--- src/rtl/cpu_lab_pkg.sv ---
// Shared types and constants for the CPU lab program loader.
// IMEM_LOADER_CHECKSUM_EN adds the trailing checksum state to the loader FSM.
package cpu_lab_pkg;

  localparam int unsigned IMEM_DEPTH_DEFAULT = 32;
  localparam logic [31:0] TERM_WORD          = 32'h0;

  typedef enum logic [2:0] {
    StIdle,
    StLoad,
    StWrite,
    StDone,
    StErr
`ifdef IMEM_LOADER_CHECKSUM_EN
    ,
    StCsum
`endif
  } loader_state_e;

  // Byte order: the first byte received ends up in bits [31:24].
  function automatic logic [31:0] shift_in_byte(input logic [31:0] word,
                                                input logic [7:0]  data);
    return {word[23:0], data};
  endfunction

endpackage

--- src/rtl/byte_packer.sv ---
// 8-to-32 MSB-first shift register; flags the word on its 4th byte.
module byte_packer
  import cpu_lab_pkg::*;
(
  input  logic        clk_i,
  input  logic        rst_i,
  input  logic        clear_i,
  input  logic        valid_i,
  input  logic [7:0]  data_i,
  output logic [31:0] word_o,
  output logic        word_valid_o
);

  logic [31:0] word_q;
  logic [1:0]  count_q;

  always_ff @(posedge clk_i or posedge rst_i) begin
    if (rst_i) begin
      word_q  <= '0;
      count_q <= '0;
    end else if (clear_i) begin
      word_q  <= '0;
      count_q <= '0;
    end else if (valid_i) begin
      word_q  <= shift_in_byte(word_q, data_i);
      count_q <= count_q + 2'd1;
    end
  end

  assign word_o       = word_q;
  assign word_valid_o = valid_i && (count_q == 2'd3);

endmodule

--- src/rtl/imem_loader.sv ---
// Streams bytes into instruction memory and holds the CPU in reset until an all-zero word.
// Defining IMEM_LOADER_CHECKSUM_EN appends a one-byte XOR checksum after the terminator.
module imem_loader
  import cpu_lab_pkg::*;
#(
  parameter int unsigned IMEM_DEPTH = IMEM_DEPTH_DEFAULT,
  parameter int unsigned ADDR_W     = $clog2(IMEM_DEPTH)
) (
  input  logic              clk_i,
  input  logic              rst_i,
  input  logic              start_i,
  input  logic              s_valid_i,
  input  logic [7:0]        s_data_i,
  output logic              s_ready_o,
  output logic              im_we_o,
  output logic [ADDR_W-1:0] im_addr_o,
  output logic [31:0]       im_wdata_o,
  output logic              cpu_rst_n_o,
  output logic              done_o,
  output logic              err_o,
  output logic [ADDR_W:0]   words_o
);

  loader_state_e     state_q, state_d;
  logic [ADDR_W-1:0] addr_q, addr_d;
  logic [ADDR_W:0]   words_q, words_d;
  logic [31:0]       word;
  logic              word_valid;
  logic              accept;
  logic              load_byte;
  logic              arm;
  logic              is_term;
  logic              last_addr;

  assign accept    = s_valid_i && s_ready_o;
  assign load_byte = accept && (state_q == StLoad);
  assign arm       = start_i && (state_q inside {StIdle, StDone, StErr});
  assign is_term   = (word == TERM_WORD);
  assign last_addr = (addr_q == ADDR_W'(IMEM_DEPTH - 1));

  byte_packer u_packer (
    .clk_i        (clk_i),
    .rst_i        (rst_i),
    .clear_i      (arm),
    .valid_i      (load_byte),
    .data_i       (s_data_i),
    .word_o       (word),
    .word_valid_o (word_valid)
  );

`ifdef IMEM_LOADER_CHECKSUM_EN
  logic [7:0] csum_q;

  always_ff @(posedge clk_i or posedge rst_i) begin
    if (rst_i) begin
      csum_q <= '0;
    end else if (arm) begin
      csum_q <= '0;
    end else if (load_byte) begin
      csum_q <= csum_q ^ s_data_i;
    end
  end
`endif

  always_ff @(posedge clk_i or posedge rst_i) begin
    if (rst_i) begin
      state_q <= StIdle;
      addr_q  <= '0;
      words_q <= '0;
    end else begin
      state_q <= state_d;
      addr_q  <= addr_d;
      words_q <= words_d;
    end
  end

  always_comb begin
    state_d = state_q;
    unique case (state_q)
      StIdle, StDone, StErr: begin
        if (start_i) state_d = StLoad;
      end
      StLoad: begin
        if (word_valid) state_d = StWrite;
      end
      StWrite: begin
        if (is_term) begin
`ifdef IMEM_LOADER_CHECKSUM_EN
          state_d = StCsum;
`else
          state_d = StDone;
`endif
        end else if (last_addr) begin
          // No slot left for the terminator.
          state_d = StErr;
        end else begin
          state_d = StLoad;
        end
      end
`ifdef IMEM_LOADER_CHECKSUM_EN
      StCsum: begin
        if (accept) state_d = (s_data_i == csum_q) ? StDone : StErr;
      end
`endif
      default: state_d = StIdle;
    endcase
  end

  always_comb begin
    addr_d  = addr_q;
    words_d = words_q;
    if (arm) begin
      addr_d  = '0;
      words_d = '0;
    end else if (state_q == StWrite) begin
      words_d = words_q + (ADDR_W + 1)'(1);
      if (!is_term && !last_addr) addr_d = addr_q + ADDR_W'(1);
    end
  end

  always_comb begin
    s_ready_o   = 1'b0;
    im_we_o     = 1'b0;
    cpu_rst_n_o = 1'b0;
    done_o      = 1'b0;
    err_o       = 1'b0;
    unique case (state_q)
      StLoad:  s_ready_o = 1'b1;
      StWrite: im_we_o   = 1'b1;
      StDone: begin
        cpu_rst_n_o = 1'b1;
        done_o      = 1'b1;
      end
      StErr:   err_o     = 1'b1;
`ifdef IMEM_LOADER_CHECKSUM_EN
      StCsum:  s_ready_o = 1'b1;
`endif
      default: ;
    endcase
  end

  assign im_addr_o  = addr_q;
  assign im_wdata_o = word;
  assign words_o    = words_q;

endmodule

--- config.mk ---
export PLATFORM = sky130hd
export DESIGN_NAME = imem_loader
export DESIGN_NICKNAME = d
export VERILOG_FILES = /design/src/rtl/cpu_lab_pkg.sv /design/src/rtl/byte_packer.sv /design/src/rtl/imem_loader.sv
export SDC_FILE = /design/constraint.sdc
export NUM_CORES = 1
export LEC_CHECK = 0
export BUFFER_PORTS_ARGS = -buffer_cell sky130_fd_sc_hd__buf_4
export CAP_MARGIN = 15
export CORE_ASPECT_RATIO = 2
export CORE_MARGIN = 3
export CORE_UTILIZATION = 24
export DETAILED_ROUTE_END_ITERATION = 7
export GPL_TIMING_DRIVEN = 0
export REMOVE_ABC_BUFFERS = 1
export SLEW_MARGIN = 25
export SYNTH_ARGS = -nofsm -noshare
export SYNTH_HDL_FRONTEND = slang
export SYNTH_HIERARCHICAL = 1
export SYNTH_SLANG_ARGS = --single-unit
export TNS_END_PERCENT = 5
--- constraint.sdc ---
create_clock -name clk_i -period 4 [get_ports clk_i]
set_clock_uncertainty 0.1 [all_clocks]
set_input_delay 0.4 -clock clk_i [delete_from_list [all_inputs] [get_ports clk_i]]
set_output_delay 0.4 -clock clk_i [all_outputs]
set_load 0.01 [all_outputs]
## Word-level counts from Yosys, hierarchy flattened

Index checks and enable logic that the tools add are counted.

- Register bits after elaboration: 48
- Word-level logic and storage cells: 50

- $add $sub $neg: 3
- Eq/ne operators: 8
- Muxes and demuxes: 18
- Reduce and logical (&&, ||, !) cells: 16

Operator list:

| cell | number |
|---|---|
| two-way mux 32 bit | 2 |
| zero test 32 bit | 1 |
| two-way mux 5 bit | 3 |
| two-way mux 3 bit | 4 |
| two-way mux 6 bit | 2 |
| one-hot mux 3 bit (3 select lines) | 1 |
| adder 6 x 1 -> 6 bit, second input constant | 1 |
| == test 3 x 2 -> 1 bit, second input constant | 2 |
| nonzero test 2 bit | 3 |
| adder 5 x 1 -> 5 bit, second input constant | 1 |
| == test 5 bit, second input constant | 1 |
| logical AND 1 bit | 5 |
| two-way mux 1 bit | 4 |
| two-way mux 2 bit | 2 |
| AND reduction 2 bit | 2 |
| == test 3 x 1 -> 1 bit, second input constant | 1 |
| == test 3 bit, second input constant | 1 |
| zero test 3 bit | 1 |
| nonzero test 3 bit | 1 |
| OR reduction 3 bit | 1 |
| adder 2 x 1 -> 2 bit, second input constant | 1 |
| == test 2 bit, second input constant | 1 |
| zero test 1 bit | 2 |
| inequality test 2 x 1 -> 1 bit, second input constant | 1 |
| inequality test 2 bit, second input constant | 1 |

## Depth between registers and ports, before layout

- Depth in word-level cells: 7
- Depth in mapped cells: 8
- Mapped depth without buffers: 6

## Cells and area by module

The synthesis kept the hierarchy.

Modules (own cells, without submodules):

| module | instances | cells an instance | area each (um2) | seq. area each (um2) |
|---|---|---|---|---|
| byte_packer | 1 | 113 | 1,431.4 | 850.8 |
| imem_loader | 1 | 90 | 819.5 | 350.3 |

## Worst setup path after synthesis

OpenSTA, ideal clock, no wires.

- Kind: register to register
- Start point: register state_q[1]
- End point: register state_q[0]
- Library setup time: 0.126 ns
- Data arrival time: 1.818 ns
- Data required time: 3.774 ns
- Path slack: 1.956 ns
- Cell stages (with the launch flop): 9
- Period minus slack after synthesis: 2.044 ns
- Cell sequence: dfrtp_1 > nor3b_1 > and2_1 > buf_6 > buf_12 > and2_1 > nor2b_1 > nor3b_1 > a221o_1

- Word-level cells in the longest chain between the ends: 7

Ends and longest elaborated chain:

| element | line | source |
|---|---|---|
| start: declaration | imem_loader.sv:24 | `loader_state_e state_q, state_d;` |
| start signal: assignment | imem_loader.sv:67 | `state_q <= StIdle;` |
| start signal: assignment | imem_loader.sv:71 | `state_q <= state_d;` |
| == test 3 x 1 -> 1 bit | imem_loader.sv:127 | `unique case (state_q)` |
| two-way mux 1 bit | imem_loader.sv:127 |  |
| net s_ready_o | imem_loader.sv:14 | `output logic s_ready_o,` |
| logical AND 1 bit | imem_loader.sv:35 | `assign accept = s_valid_i && s_ready_o;` |
| logical AND 1 bit | imem_loader.sv:36 | `assign load_byte = accept && (state_q == StLoad);` |
| net load_byte | imem_loader.sv:30 | `logic load_byte;` |
| logical AND 1 bit | byte_packer.sv:31 | `assign word_valid_o = valid_i && (count_q == 2'd3);` |
| net word_valid | imem_loader.sv:28 | `logic word_valid;` |
| inequality test 2 x 1 -> 1 bit (no source line) | -- |  |
| AND reduction 2 bit (no source line) | -- |  |

The timed path passes the listed nets, and every way through them passes these cells.
A chain may end at the register's enable or synchronous reset.

## Final worst setup path

- Start point: register state_q[1]
- End point: register state_q[0]

- Word-level cells in the longest chain between the ends: 7

Ends and longest elaborated chain:

| element | line |
|---|---|
| == test 3 x 1 -> 1 bit (*) | imem_loader.sv:36, imem_loader.sv:127 |
| two-way mux 1 bit | imem_loader.sv:127 |
| logical AND 1 bit | imem_loader.sv:35 |
| logical AND 1 bit (*) | imem_loader.sv:36 |
| net load_byte | imem_loader.sv:30 |
| logical AND 1 bit (*) | byte_packer.sv:31 |
| net word_valid | imem_loader.sv:28 |
| inequality test 2 x 1 -> 1 bit (no source line) (*) | -- |
| AND reduction 2 bit (no source line) (*) | -- |

Mark *: on every way through the listed nets, which the timed path passes. The rest lies on a longest branch.

==> impl_metrics.toml <==
[sta]
clock.fmax_ghz = 0.417
rsz0062_at_grt = "no"
hold_viol_final = 0
setup_violations = 0
timing.setup.tns_ns = 0
holdWs_ns = 0.0967
worst_pin_slew_ns = 0.745
period_share_pct = 59.9
min_period_ns = 2.40
relSlewSlack_pct = 50.3
slew_violations = 0

[synth]
synth.distinct_cells = 38
yosys.area.top_type_share_pct = 53.4
synth_seq_area_share_pct = 53.4
synth_area_leaders = "dfrtp_1 53%, mux2i_1 16%, nor2_1 6.5%, buf_12 2.7%, ha_1 2.2%"
synth_edf_count = 0
yosysTopAreaCell = "dfrtp_1"
synth_ff_type = "dfrtp_1"
async_flop_share_pct = 100
yosysWarnings = 6
syn_inst = 203
syn_area_per_cell_sq_um = 11.1
synth_area_sq_mm = 0.00225
yosys_register_bits = 48

[routing]
ant_nets = 0
drc_errors = 0
drt_iter0_drc = 47
vias = 1691
via_per_inst = 4.66
drt-total-wl_microns = 5570
top_layer = "met4"
wire_per_inst_microns = 15.4
first_pass_iters = 6
drt-met1-wl_microns = 2330
met2WireLength_microns = 2920
wl_met3_microns = 254

[min_path]
hold_class = "primary input to async pin"

[pwr]
vdd_drop_max_mv = 0.300
power_w = 0.00210
p_per_area_mw_per_mm2 = 727
p_leak_nw = 1.48

[floorplanning]
die_w_microns = 74.5
core_sq_mm = 0.00907
io_pins = 60
die_y_microns = 143
row_count = 49
initial_core_util_pct = 24.8
dieArea_sq_mm = 0.0106

[layout]
fin_cells = 363
drive_gt1_share_pct = 29.1
area_growth_syn_to_layout_pct = 28.6
fillers = 947
final_cell_mix = "59 x buf_4, 48 x dfrtp_1, 39 x nor2_1"
insertedDiodeCount = 0
nets = 277
layout_commonest_cell = "buf_4"
finalInstanceArea_sq_mm = 0.00289

[global_routing]
grt_pass1_wl_microns = 8940
gr-total-overflow = 0
antenna_found_initial = 0
grt_pass1_vias = 1645
track_usage_pct = 11.0
grt_max_degree = 43

[cts]
cts_resized = 0
postCtsSetupBuffers = 0
path_clk_slew_ns = 0.07
cts.htree.levels = 2
cts_tree = "yes"
cts.sinks = 48
clock_path_buffers = 2
worstSkewPairLatency_ns = 0.28
cts_hold_buf = 0
cts_root_buf = "clkbuf_16"
cts_buffers = 5

[placed_design]
dp_hpwl_microns = 4080
routabilityCongestion = 0.818
io_buffers = 59
dpl_cell_area_sq_mm = 0.00275
place_inst = 356

[setup_path]
crit_chain = "nor3b_1, and2_2, buf_12, and2_1, nor2b_1, nor3b_1, a221o_1"
cp_max_fo = 23
rrSetupSlack_ns = 1.60
worstPathArrival_ns = 2.46
path_class = "flip-flop to flip-flop"
max_stage_delay_ns = 0.50
crit_end = "state_q[0]"
reg2regPathDepth = 7
slowest_stage = "and2_2"
worstReg2RegEnd = "state_q[0]"
cp-start-kind = "flip-flop"
endpoint_kind = "flip-flop"
reg2reg_from = "state_q[1]"
required_ns = 4.07
worstSetupStartpoint = "state_q[1]"
cpMostUsedCell = "nor3b_1"

[run_status]
status = "completed"

[run]
maxCapViolCount = 0
worst min path at each step:
stage,startpoint,endpoint,slack (ns),depth (start not counted)
finish,rst_i,state_q[0],0.1,2
floorplan,rst_i,im_addr_o[0],0.19,1
CTS,rst_i,state_q[0],0.11,2
detailed placement,state_q[2],state_q[1],0.40,1
global route,rst_i,state_q[1],0.14,2
global placement,state_q[2],state_q[1],0.38,1
stage by stage:
stage	setup slack (ns)	util, %
after detailed placement	1.55	30.3
final	1.60	31.9
after global routing	1.37	31.9
after floorplan	1.05	-
after CTS	1.54	31.9
after global placement	0.627	30.0
per-layer routing:
metal,GRT usage [%],up-vias
li1,-,818
met1,14.0,820
met2,18.2,49
met3,1.97,4
met4,3.85,0
met5,0,-
cell type report:
cell class / count / area, sq um / share of cell area (%)
Clock buffer: 6 / 139 / 4.80
Clock inverter: 1 / 8.76 / 0.303
Inverter: 5 / 20.0 / 0.692
Multi-Input combinational cell: 141 / 935 / 32.3
Sequential cell: 48 / 1200 / 41.5
Tap cell: 102 / 128 / 4.41
Timing Repair Buffer: 60 / 463 / 16.0
report_power, final:
group          internal [W]  leakage [nW]  total, W  switching (W)
clock network      0.000246        0.0729  0.000420       0.000173
logic              0.000413         0.776  0.000837       0.000424
registers          0.000656         0.628  0.000847       0.000191
state kept, by name (all words and copies together) (netlist names):
signal            count
state_q               3
im_addr_o             5
words_o               6
u_packer/count_q      2
u_packer/word_o      32
critical path: cells and delay by family (launching register included):
kind	cells	cell delay, ns
AND/OR/NAND/NOR	5	1.21
flip-flops	1	0.43
AO/OA/AOI/OAI	1	0.27
buffers and inverters	1	0.26
cell families (layout without fill, tap and decap cells):
kind of cell,count (synthesis),in the layout,share of synthesized area [%]
flip-flops,48,48,53.4
AO/OA/AOI/OAI,14,14,3.61
AND/OR/NAND/NOR,83,83,18.1
multiplexers,35,35,15.6
buffers and inverters,14,72,5.17
XOR/XNOR,5,5,1.95
adder cells (fa/ha/maj),4,4,2.22
cells in the mapped netlist, types with 2 or more instances:
cell	instances
nor4_1	8
nor3b_1	2
clkbuf_1	2
nand2_1	11
o21ai_0	3
nand2b_1	2
and2_1	3
a21oi_1	5
nor2_1	39
and3_1	2
inv_1	3
nand3_1	4
nand4_1	2
o21ai_1	2
dfrtp_1	48
mux2i_1	35
xor2_1	3
buf_2	2
nor2b_1	2
xnor2_1	2
buf_12	3
ha_1	4
Note: power is estimated with default switching activity, not from simulation.
